## src/rtl/io_event_map_pkg.sv

```systemverilog
// Shared definitions for the I/O event bridge: bus region encoding and I/O register offsets.
package io_event_map_pkg;

    typedef enum logic [1:0] {
        REG_RAM  = 2'd0,
        REG_VGA  = 2'd1,
        REG_IO   = 2'd2,
        REG_NONE = 2'd3
    } region_e;

    localparam int OFF_PEND      = 0;
    localparam int OFF_IEN       = 1;
    localparam int OFF_FLAG_BASE = 2;
    localparam int OFF_STRIDE    = 2;

endpackage

```

## src/rtl/io_event_map_event_chan.sv

```systemverilog
// One event input channel: 2-flop synchronizer, rising-edge detect, sticky flag and wrapping counter.
module io_event_map_event_chan #(
    parameter int CNT_W = 8
) (
    input  logic             clk,
    input  logic             rst_n,
    input  logic             ev_i,
    input  logic             rd_flag_i,
    input  logic             wr_cnt_i,
    input  logic [CNT_W-1:0] cnt_in_i,
    output logic             flag_o,
    output logic [CNT_W-1:0] count_o
);

    logic             s1_q, s2_q, prev_q;
    logic             flag_q, flag_d;
    logic [CNT_W-1:0] cnt_q, cnt_d;
    logic             rise_w;

    assign rise_w = s2_q & ~prev_q;

    always_comb begin
        flag_d = flag_q;
        cnt_d  = cnt_q;
        // A new edge outranks a same-cycle read clear so no event is lost.
        if (rise_w) begin
            flag_d = 1'b1;
        end else if (rd_flag_i) begin
            flag_d = 1'b0;
        end
        if (wr_cnt_i) begin
            cnt_d = cnt_in_i;
        end else if (rise_w) begin
            cnt_d = cnt_q + CNT_W'(1);
        end
    end

    always_ff @(posedge clk or negedge rst_n) begin
        if (!rst_n) begin
            s1_q   <= 1'b0;
            s2_q   <= 1'b0;
            prev_q <= 1'b0;
            flag_q <= 1'b0;
            cnt_q  <= '0;
        end else begin
            s1_q   <= ev_i;
            s2_q   <= s1_q;
            prev_q <= s2_q;
            flag_q <= flag_d;
            cnt_q  <= cnt_d;
        end
    end

    assign flag_o  = flag_q;
    assign count_o = cnt_q;

endmodule

```

## src/rtl/io_event_map.sv

```systemverilog
// Memory-mapped bridge from the CPU data port to RAM, the VGA window and the event-channel registers.
module io_event_map
    import io_event_map_pkg::*;
#(
    parameter int              DATA     = 18,
    parameter int              ADDR     = 16,
    parameter int              RAM_ADDR = 14,
    parameter int              NCH      = 4,
    parameter int              CNT_W    = 8,
    parameter logic [ADDR-1:0] IO_BASE  = 16'h00FE,
    parameter logic [3:0]      VGA_TAG  = 4'hF
) (
    input  logic                clk,
    input  logic                rst_n,
    input  logic [NCH-1:0]      ev_i,
    input  logic [ADDR-1:0]     addr_i,
    input  logic                wr_i,
    input  logic [DATA-1:0]     din_i,
    output logic [DATA-1:0]     dout_o,
    output logic                ram_we_o,
    output logic [RAM_ADDR-1:0] ram_addr_o,
    input  logic [DATA-1:0]     ram_dout_i,
    output logic                vga_we_o,
    output logic [ADDR-5:0]     vga_addr_o,
    output logic [DATA-1:0]     vga_din_o,
    output logic                irq_o
);

    localparam logic [ADDR-1:0] IO_SPAN = ADDR'(OFF_FLAG_BASE + OFF_STRIDE * NCH);

    region_e          region_w, region_d, region_q;
    logic [ADDR-1:0]  io_off_w;
    logic [NCH-1:0]   flag_w, rd_flag_w, wr_cnt_w;
    logic [CNT_W-1:0] cnt_w [NCH];
    logic [DATA-1:0]  io_rdata_w, dout_d, dout_q;
    logic [NCH-1:0]   ien_d, ien_q;
    logic             vga_we_d, vga_we_q;
    logic [ADDR-5:0]  vga_addr_d, vga_addr_q;
    logic [DATA-1:0]  vga_din_d, vga_din_q;
    logic             irq_d, irq_q;

    for (genvar g = 0; g < NCH; g++) begin : g_chan
        io_event_map_event_chan #(.CNT_W(CNT_W)) u_chan (
            .clk       (clk),
            .rst_n     (rst_n),
            .ev_i      (ev_i[g]),
            .rd_flag_i (rd_flag_w[g]),
            .wr_cnt_i  (wr_cnt_w[g]),
            .cnt_in_i  (din_i[CNT_W-1:0]),
            .flag_o    (flag_w[g]),
            .count_o   (cnt_w[g])
        );
    end

    // Wrapping subtraction makes addresses below IO_BASE fall outside the span.
    assign io_off_w = addr_i - IO_BASE;

    always_comb begin
        if (addr_i[ADDR-1 -: 4] == VGA_TAG) begin
            region_w = REG_VGA;
        end else if (io_off_w < IO_SPAN) begin
            region_w = REG_IO;
        end else if ((addr_i >> RAM_ADDR) == '0) begin
            region_w = REG_RAM;
        end else begin
            region_w = REG_NONE;
        end
    end

    always_comb begin
        rd_flag_w  = '0;
        wr_cnt_w   = '0;
        io_rdata_w = '0;
        ien_d      = ien_q;
        if (region_w == REG_IO) begin
            if (io_off_w == ADDR'(OFF_PEND)) begin
                io_rdata_w = DATA'(flag_w);
            end
            if (io_off_w == ADDR'(OFF_IEN)) begin
                io_rdata_w = DATA'(ien_q);
                if (wr_i) ien_d = din_i[NCH-1:0];
            end
            for (int k = 0; k < NCH; k++) begin
                if (io_off_w == ADDR'(OFF_FLAG_BASE + OFF_STRIDE * k)) begin
                    io_rdata_w   = DATA'(flag_w[k]);
                    rd_flag_w[k] = !wr_i;
                end
                if (io_off_w == ADDR'(OFF_FLAG_BASE + OFF_STRIDE * k + 1)) begin
                    io_rdata_w  = DATA'(cnt_w[k]);
                    wr_cnt_w[k] = wr_i;
                end
            end
        end
    end

    always_comb begin
        dout_d     = (region_w == REG_IO && !wr_i) ? io_rdata_w : '0;
        region_d   = wr_i ? REG_NONE : region_w;
        vga_we_d   = wr_i && (region_w == REG_VGA);
        vga_addr_d = vga_we_d ? addr_i[ADDR-5:0] : vga_addr_q;
        vga_din_d  = vga_we_d ? din_i : vga_din_q;
        irq_d      = |(flag_w & ien_q);
    end

    always_ff @(posedge clk or negedge rst_n) begin
        if (!rst_n) begin
            region_q   <= REG_NONE;
            dout_q     <= '0;
            ien_q      <= '0;
            vga_we_q   <= 1'b0;
            vga_addr_q <= '0;
            vga_din_q  <= '0;
            irq_q      <= 1'b0;
        end else begin
            region_q   <= region_d;
            dout_q     <= dout_d;
            ien_q      <= ien_d;
            vga_we_q   <= vga_we_d;
            vga_addr_q <= vga_addr_d;
            vga_din_q  <= vga_din_d;
            irq_q      <= irq_d;
        end
    end

    // RAM data arrives a cycle late from the block RAM itself, so only the tag is registered.
    assign dout_o     = (region_q == REG_RAM) ? ram_dout_i : dout_q;
    assign ram_we_o   = wr_i && (region_w == REG_RAM);
    assign ram_addr_o = addr_i[RAM_ADDR-1:0];
    assign vga_we_o   = vga_we_q;
    assign vga_addr_o = vga_addr_q;
    assign vga_din_o  = vga_din_q;
    assign irq_o      = irq_q;

endmodule

```

## config.mk

```make
export PLATFORM = sky130hd
export DESIGN_NAME = io_event_map
export DESIGN_NICKNAME = d
export VERILOG_FILES = /design/src/rtl/io_event_map_pkg.sv /design/src/rtl/io_event_map_event_chan.sv /design/src/rtl/io_event_map.sv
export SDC_FILE = /design/constraint.sdc
export NUM_CORES = 1
export LEC_CHECK = 0
export BUFFER_PORTS_ARGS = -buffer_cell sky130_fd_sc_hd__buf_2
export CORE_ASPECT_RATIO = 0.75
export CORE_MARGIN = 2
export CORE_UTILIZATION = 25
export CTS_CLUSTER_SIZE = 40
export DETAILED_ROUTE_END_ITERATION = 8
export PLACE_DENSITY = 0.42
export RECOVER_POWER = 25
export SYNTH_ARGS = -nofsm -noshare
export SYNTH_HDL_FRONTEND = slang
export SYNTH_SLANG_ARGS = --single-unit
```

## constraint.sdc

```tcl
create_clock -name clk -period 4.3 [get_ports clk]
set_input_delay 0.43 -clock clk [delete_from_list [all_inputs] [get_ports clk]]
set_output_delay 0.43 -clock clk [all_outputs]
set_load 0.01 [all_outputs]
```

== Word level (Yosys, flattened, before mapping) ==
Cells that the tools add are included.
W data, S select, Z words.

* Register bits: 104
* Input port bits: 59
* Output and inout bits: 65
* Word-level logic and storage cells: 115

* Bitwise gates (word level): 9
* Mux-type cells: 43
* Reductions and logical operators: 18
* Equality and inequality tests: 12
* Add/subtract/negate cells: 5
* Magnitude comparators: 1

{| class="wikitable"
|+ Operators by type and width
! cell !! number
|-
| $mux W18 || 12
|-
| $eq A16 B3 Y1 const B || 4
|-
| $mux W8 || 8
|-
| $add A8 B1 Y8 const B || 4
|-
| $eq A16 B2 Y1 const B || 2
|-
| $eq A16 B4 Y1 const B || 2
|-
| $logic_not A16 Y1 || 2
|-
| $eq A16 B1 Y1 const B || 1
|-
| $lt A16 B4 Y1 const B || 1
|-
| $mux W1 || 16
|-
| $reduce_bool A2 Y1 || 8
|-
| $sub A16 B8 Y16 const B || 1
|-
| $mux W4 || 3
|-
| $mux W2 || 4
|-
| $and A1 B1 Y1 || 4
|-
| $and A4 B4 Y4 || 1
|-
| $eq A4 B4 Y1 const B || 1
|-
| $logic_not A2 Y1 || 2
|-
| $not A1 Y1 || 4
|-
| $reduce_or A4 Y1 || 1
|-
| $logic_and A1 B1 Y1 || 3
|-
| $reduce_and A3 Y1 || 1
|-
| $eq A2 B1 Y1 const B || 1
|-
| $eq A2 B2 Y1 const B || 1
|-
| $logic_not A1 Y1 || 1
|}

== Longest topological paths before layout ==
Gate-level depths: netlist of the first run.

* Depth after elaboration: 14
* Depth in mapped cells: 8
* Gate-level depth less buffers: 6

== Hierarchy ==
From an unflattened synthesis of the first run, not the netlist that was laid out.

* Cells, all modules: 557
* Area, all modules: 5078.6 um2

{| class="wikitable"
|+ By module, submodules not included
! module !! sequential area each (um2) !! instances !! cells an instance !! area an instance (um2)
|-
| io_event_map || 1153.6 || 1 || 325 || 2726.4
|-
| io_event_map_event_chan || 300.3 || 4 || 58 || 588.1
|}

== Worst setup path after synthesis of the first run ==
No wires, ideal clock.

* Kind: input to register
* Start point: in addr_i[1]
* End point: reg g_chan[0].u_chan.cnt_q[0]
* Arrival: 2219 ps
* Data required time: 4175 ps
* Buffers on the path: 1
* Slack: 1956 ps
* Setup time: 125 ps
* Stages: 7
* Cell sequence: ha_1 buf_2 xor2_4 nor3_1 inv_1 nor3_2 mux2_2

* Word-level cells in the longest chain between the ends: 7
* Elaborated cells on any way between the ends: 10
* Classes of those cells: add/sub: 1; order compare: 1; eq/ne: 2; mux: 5; reduce/logical: 1

{| class="wikitable"
|+ Ends and longest elaborated chain
! element !! line !! text
|-
| start: declaration || io_event_map.sv:16 || <nowiki>input logic [ADDR-1:0] addr_i,</nowiki>
|-
| $sub A16 B8 Y16 * || io_event_map.sv:56 || <nowiki>assign io_off_w = addr_i - IO_BASE;</nowiki>
|-
| $lt A16 B4 Y1 || io_event_map.sv:61 || <nowiki>end else if (io_off_w < IO_SPAN) begin</nowiki>
|-
| $mux W2 || io_event_map.sv:61 ||
|-
| $mux W2 || io_event_map.sv:59 || <nowiki>if (addr_i[ADDR-1 -: 4] == VGA_TAG) begin</nowiki>
|-
| $eq A2 B2 Y1 || io_event_map.sv:75 || <nowiki>if (region_w == REG_IO) begin</nowiki>
|-
| $mux W4 * || io_event_map.sv:75 ||
|-
| $mux W8 / $reduce_bool A2 Y1 (equally long branches) || - ||
|-
| end signal: assignment || io_event_map_event_chan.sv:50 || <nowiki>cnt_q <= cnt_d;</nowiki>
|-
| end: declaration || io_event_map_event_chan.sv:17 || <nowiki>logic [CNT_W-1:0] cnt_q, cnt_d;</nowiki>
|}

Mark *: on every way between the ends. The rest lies on a longest branch, timed or not.
A chain may end at the register's enable or synchronous reset.

== Worst setup path after layout of the first run ==
* Start point: in addr_i[1]
* End point: out ram_we_o

* Word-level cells in the longest chain between the ends: 6

{| class="wikitable"
|+ Ends and longest elaborated chain
! element !! line !! text
|-
| $sub A16 B8 Y16 || io_event_map.sv:56 ||
|-
| $lt A16 B4 Y1 || io_event_map.sv:61 ||
|-
| $mux W2 || io_event_map.sv:61 ||
|-
| $mux W2 || io_event_map.sv:59 ||
|-
| $logic_not A2 Y1 || io_event_map.sv:127 || <nowiki>assign ram_we_o = wr_i && (region_w == REG_RAM);</nowiki>
|-
| $logic_and A1 B1 Y1 || io_event_map.sv:127 ||
|-
| end: declaration || io_event_map.sv:20 || <nowiki>output logic ram_we_o,</nowiki>
|}

No other way between the ends.

==> results by group, run 1 <==
Logic synthesis
  – Syn avg cell area: between 10 and 15 sq um
  – Mapped cell area: 0.004880 sq mm
  – EDFF count, synth: 0
  – Synth Area in Adders: 1.282%
  – Mux share of post-synthesis cell area: 12.92%
  – Synth warn: 0
  – Seq/Total Area, Yosys: about half
  – Compound-cell area share of the yosys netlist: under 10%
  – Post-Synthesis Cells: 474
  – Main flop type after synthesis: dfrtp_1
  – Largest family of logic cells by synthesized area: simple AND/OR/NAND/NOR gates
  – Post-Synth Simple-Gate Area: 20.64%
  – Asr flop ratio synth: 100.0%
  – Distinct cell type count after synthesis: 48
  – Syn Nets: 538
  – Register bit total from synthesis: 94
  – XOR/XNOR share of the synthesized area: 6.128%

Cells and area
  – Most frequent cells in the layout: buf_2 (121), nand2_1 (108), dfrtp_1 (92)
  – Most common cell after layout, fill and taps aside: buf_2
  – Non-filler cells, final: 834
  – Layout cell share with drive strength beyond 1: around a third
  – Ant diodes: 0
  – Seq. cell area: 0.002355 sq mm
  – Nets: 640
  – Area occupied by multi-input gates: 0.002297 sq mm
  – Area Growth Syn to Fin: 21.36%
  – Fillers: 1999

Critical path
  – Worst path slowest cell: o32ai_4
  – Worst setup SP type: primary input
  – CP max FO: 21
  – WP data required: ~3900 ps
  – Crit-path cells: buf_2 > ha_1 > nor2_1 > and4_1 > o32ai_4 > nand4b_1 > and3_1 > buf_2
  – Max incr delay on CP: 540 ps
  – Nature of the critical path endpoint: output pin
  – Critical path class: primary input to output pin
  – WP data arrival: 2680 ps
  – CP dominant cell by count: buf_2

Timing
  – Worst Max-Slew Pin Slew: 1953 ps
  – Hold Slack: ~170 ps
  – Clock skew: 4.373 ps
  – Final min period: 3113 ps
  – Unrepaired setup endpoints after global routing: no
  – Fmax: 321.3 MHz
  – Rel. slew slack: -30.21%
  – Fin. Hold Viols: 0
  – Final period util: 72.39%
  – Final Slew Violations: between 70 and 80
  – Final setup viols: 0
  – Setup TNS Final: 0 ps

Clock tree
  – CTS HTree Levels: 3
  – Num CTS Buffers: 9
  – Bufs on Longest Clock Path: 2
  – # Post-CTS Setup Buffers: 0
  – CTS root buffer: clkbuf_16
  – CTS Hold Bufs: 0
  – Clock slew at reported path FFs: 70 ps
  – CTS tree: yes
  – # resized after CTS: 0
  – Worst-Skew Late Latency: 360 ps
  – Clk sinks: 94

Pwr
  – Share of power burned in registers: 46.8%
  – Pleak: 2.829 nW
  – VDD IR max: 0.0001712 V
  – Power per Cell Area: 442.6 mW/mm^2
  – Sw Ratio: between 30% and 40%
  – Clk network pwr share: 30.7%
  – Switch Pwr: 852.8 uW
  – Pint: 1.768 mW
  – Comb pwr share: 22.5%

Global routing
  – First-pass GRT wire length: ~21000 microns
  – Total track usage: 13.69%
  – Total grt overflow: 0
  – Antenna violations before repair: 0
  – Number of global-route vias before repair: 3697
  – Largest net degree at the start of global routing: 75

Placement
  – I/O Buffers: 123
  – Post-DP HPWL: 9916 microns
  – GPL Wtd Cong: 0.8697
  – Placed instance count: 818

Detailed routing
  – Wire length per cell: ~16 microns
  – Final WL: 13580 microns
  – Drt initial violations: 134
  – Via count: about 3700
  – DRT antenna net count: 0
  – Initial DRT Pass Iterations: 4
  – Residual DRC count: 0
  – Post-DR vias/cell: 4.429

Die
  – Die extent in x: ~170 microns
  – Die H: 125.0 microns
  – Initial core utilization: 25.32%
  – Number of top-level pins: 124
  – Placement Rows: 44
  – DIE AREA: 0.02066 sq mm
  – Core area: 0.01927 sq mm

Min path
  – Hold crit path type: primary input to flip-flop

Job
  – Total of max-cap violations: 1

Outcome
  – Failing checks: max-capacitance violations, max-slew violations
  – Status: finished, violations left
-- power groups by stage --
stage	Combinational, mW	Clock [mW]	Sequential [mW]
after floorplan	0.382	0	1.21
after global placement	0.576	0	1.24
after detailed placement	0.598	0	1.24
after CTS	0.600	0.839	1.23
after global routing	0.669	0.880	1.25
final	0.590	0.805	1.23
-- final timing paths --
kind / cells past startpoint / end / start / slack [ps]
max: 8 / ram_we_o / addr_i[1] / 1190
max reg2reg: 3 / g_chan[1].u_chan.count_o[1] / g_chan[1].u_chan.s2_q / 2500
min reg2reg: 0 / g_chan[0].u_chan.s2_q / g_chan[0].u_chan.s1_q / 350
min: 1 / g_chan[0].u_chan.s1_q / ev_i[0] / 170
min in group asynchronous: 1 / dout_q[6] / rst_n / 600
max in group asynchronous: 2 / ien_q[2] / rst_n / 2480
-- worst max-delay path, delay by kind of cell --
family,cells,cell delay (ps)
buf+inv,2,530
compound gates,1,540
fa+ha+maj,1,460
simple gates,4,720
-- layer usage --
layer,vias to the layer above,wire [microns],GRT usage (%),share of wire [%]
li1,1811,-,-,-
met2,99,5652,19.56,42
met5,-,0,0,0
met4,0,187,4.108,1.4
met1,1770,7009,20.43,52
met3,14,728,3.218,5.4
-- logic make-up (layout without fill, tap and decap cells) --
| logic type | after synthesis | in the layout |
|---|---|---|
| AND/OR/NAND/NOR | 205 | 205 |
| flip-flops | 94 | 94 |
| multiplexers | 57 | 57 |
| buffers and inverters | 43 | 150 |
| AO/OA/AOI/OAI | 38 | 38 |
| XOR/XNOR | 32 | 32 |
| adder cells (fa/ha/maj) | 5 | 5 |
-- final cells by class --
type / instances / area share, %
well taps: 253 / 5.345
flip-flops and latches: 94 / 39.76
clock buffers: 9 / 3.803
clock inverters: 7 / 1.099
multi-input cells: 337 / 38.79
repair buffers: 125 / 10.63
inverters: 9 / 0.5705
-- synthesized netlist by cell type, types with 2 or more instances --
cell	number	share of area, %
nand4b_1	2	0.36
xor2_1	4	0.72
mux2i_1	9	1.8
mux2_2	48	11
a31oi_1	6	0.77
ha_1	5	1.3
clkbuf_1	15	1.2
a211oi_2	2	0.51
or2_2	2	0.26
and2_1	11	1.4
and4_1	3	0.54
or3_1	2	0.26
nand3_1	3	0.31
and3_1	14	1.8
nor3b_1	2	0.31
buf_4	15	2.3
nand2_1	108	8.3
o21ai_0	5	0.51
o22a_1	7	1.3
nor3_2	4	0.82
nand4_1	10	1.3
nor2b_1	4	0.51
nor2_1	21	1.6
a22oi_1	6	0.92
dfstp_2	2	1.1
buf_2	2	0.21
dfrtp_1	92	47
nand2b_1	2	0.26
inv_1	9	0.69
nor3_1	9	0.92
a221oi_1	3	0.54
a21oi_1	5	0.51
xnor2_1	27	4.8
-- state kept, by name, summed over array words and instances, names as in the netlist --
signal	cells
g_chan.u_chan.count_o	32
vga_din_o	18
vga_addr_o	12
dout_q	8
g_chan.u_chan.flag_o	4
g_chan.u_chan.prev_q	4
g_chan.u_chan.s1_q	4
g_chan.u_chan.s2_q	4
ien_q	4
region_q	2
irq_o	1
vga_we_o	1
-- stage by stage --
stage / util [%] / setup slack (ps) / cell area, sq um / power, mW
5_1_grt: 30.73 / 1025 / 5922 / 2.799
3_3_place_gp: 29.25 / 1177 / 5635 / 1.814
4_1_cts: 30.75 / 1171 / 5926 / 2.666
6_report: 30.73 / 1187 / 5922 / 2.621
2_1_floorplan: - / 1956 / 4880 / 1.594
3_5_place_dp: 29.25 / 1091 / 5635 / 1.839
(Power assumes the default switching activity.)
==> inputs of run 2 (changes only) <==
PLACE_DENSITY = 0.43   (was 0.42)
clock period = 2.57 ns   (was 4.3 ns; I/O delays follow)
==> run 2 against run 1 <==
Wire length fell by 5.2%. Cell area increased by 3.1%. Sequential cell count did not move. Total power rose by 66%. Hold slack lost 85 ps. Clock-buffer cell count is the same. Global-route usage shrank 0.75 points. Non-clock buffer count rose by 22. Final cell count rose by 2.6%. Sequential power rose by 65%. The flow now finishes without violations.
==> results by group, run 2 (synthesis gave the netlist of run 1 again) <==
Placement
  – Placed instance count: ~840
  – I/O Buffers: around 120
  – Setup WS pre-CTS: 270.2 ps
  – Post-DP HPWL: 9709 microns
  – GPL Wtd Cong: 0.7902

Clock tree
  – CTS tree: yes
  – CTS root buffer: clkbuf_16
  – Clock slew at reported path FFs: 80 ps
  – Worst-Skew Late Latency: 360 ps
  – CTS HTree Levels: 3
  – Bufs on Longest Clock Path: 2
  – Num CTS Buffers: 9
  – Clk sinks: 94
  – # Post-CTS Setup Buffers: 0

Critical path
  – Critical path class: primary input to output pin
  – WP data required: between 2000 and 2500 ps
  – Worst setup SP type: primary input
  – Nature of the critical path endpoint: output pin
  – CP max FO: 8
  – Crit-path cells: clkbuf_1 > and3_4 > a211oi_2 > o32ai_4 > nand4b_1 > and3_1 > buf_2
  – Worst path slowest cell: o32ai_4
  – Max incr delay on CP: 470 ps
  – WP data arrival: 2060 ps

Timing
  – Clock skew: 8.929 ps
  – Rel. slew slack: 33.32%
  – Final setup viols: 0
  – Setup WS post-layout: 255.7 ps
  – Fin. Hold Viols: 0
  – Fmax: around 430 MHz
  – Setup TNS Final: 0 ps
  – Final Slew Violations: 0
  – Unrepaired setup endpoints after global routing: no
  – Final period util: 90.05%
  – Final min period: 2314 ps
  – Worst Max-Slew Pin Slew: 1000 ps

Cells and area
  – Final core occ: 31.68%
  – Nets: 662
  – Most frequent cells in the layout: nand2_1 (108), buf_2 (108), dfrtp_1 (92)
  – Ant diodes: 0
  – Max FFs per register: 32
  – Non-filler cells, final: 856
  – Layout cell share with drive strength beyond 1: 34.49%
  – Area Growth Syn to Fin: 25.08%

Detailed routing
  – Drt initial violations: 139
  – DRT antenna net count: 0
  – Via count: 3832
  – Post-DR vias/cell: roughly 4.5
  – Final WL: 12870 microns
  – Wire length per cell: 15.03 microns
  – Residual DRC count: 0
  – Initial DRT Pass Iterations: 4

Global routing
  – Number of global-route vias before repair: 3839
  – Total track usage: between 10% and 20%
  – Largest net degree at the start of global routing: 59
  – First-pass GRT wire length: about 20000 microns
  – Antenna violations before repair: 0
  – Total grt overflow: 0

Pwr
  – Pleak: 2.909 nW
  – Switch Pwr: 1.378 mW
  – Comb pwr share: 22.9%
  – Share of power burned in registers: 46.6%
  – Power per Cell Area: 714.0 mW/mm^2
  – Clk network pwr share: 30.5%
  – Pint: ~3.0 mW
  – Sw Ratio: a little under a third
  – VDD IR max: 0.0003369 V

Die
  – Number of top-level pins: between 100 and 150
  – Placement Rows: between 40 and 50
  – DIE AREA: a little over 0.02 sq mm
  – Die extent in x: 165.3 microns
  – Die H: 125.0 microns
  – Initial core utilization: 25.32%
  – Core area: around 0.019 sq mm

Outcome
  – Status: finished, final reports clean

Min path
  – Hold crit path type: primary input to flip-flop

Job
  – Total of max-cap violations: 0
run 2: cell types whose count changed in the layout (fill, tap and decap cells not counted), sizes merged:
| cell | delta |
|---|---|
| buf | +4 |
| clkbuf | +13 |
| dlygate4sd3 | +5 |
run 2: timing repair:
item / 4_1_cts / 5_1_grt
endpoints found under the hold margin: 40 / 0
hold buffers: 5 / 0
resized for setup: 0 / 0
run 2: worst paths after layout:
kind | endpoint | start | cells after the start | slack [ps]
setup / recovery | ram_we_o | addr_i[3] | 7 | 260
hold / removal | vga_din_o[16] | din_i[16] | 3 | 80
setup reg to reg | g_chan[0].u_chan.count_o[1] | g_chan[0].u_chan.s2_q | 3 | 880
hold reg to reg | g_chan[0].u_chan.s2_q | g_chan[0].u_chan.s1_q | 0 | 350
max in group asynchronous | region_q[0] | rst_n | 3 | 1090
min in group asynchronous | g_chan[3].u_chan.prev_q | rst_n | 2 | 620
run 2: routing by layer:
layer / global-route usage, % / wire length [microns] / part of all wire [%]
met1: 18.36 / 6422 / 50
met2: 19.26 / 5499 / 43
met4: 2.941 / 135 / 1.0
met3: 4.114 / 807 / 6.3
met5: 0 / 0 / 0
run 2: metrics by stage:
stage / hold WS [ps] / total power, mW / area, sq um
final: 83.86 / 4.358 / 6103
after global routing: 88.85 / 4.665 / 6103
after CTS: 65.15 / 4.450 / 6123
after detailed placement: 281.0 / 3.061 / 5776
after global placement: 270.2 / 3.035 / 5776
after floorplan: -38.59 / 2.667 / 4880
run 2: power groups by stage:
| stage | sequential (mW) | combinational (mW) | clock, mW |
|---|---|---|---|
| global placement | 2.06 | 0.978 | 0 |
| CTS | 2.03 | 1.02 | 1.40 |
| floorplan | 2.03 | 0.640 | 0 |
| detailed placement | 2.05 | 1.01 | 0 |
| finish | 2.03 | 0.999 | 1.33 |
| global route | 2.07 | 1.14 | 1.45 |
run 2: area by class of cell:
cell class | instances | area (sq um)
multi-input combinational | 337 | 2297
tap | 253 | 316.6
clock buffer | 9 | 225.2
inverter | 9 | 33.78
sequential | 94 | 2355
timing repair buffer | 147 | 803.3
clock inverter | 7 | 72.57
fill | 2022 | 13170
run 2: critical path, delay by kind of cell:
family                 cells  cell delay (ps)
AO/OA/AOI/OAI              2              570
AND/OR/NAND/NOR            3              710
buffers and inverters      2              510
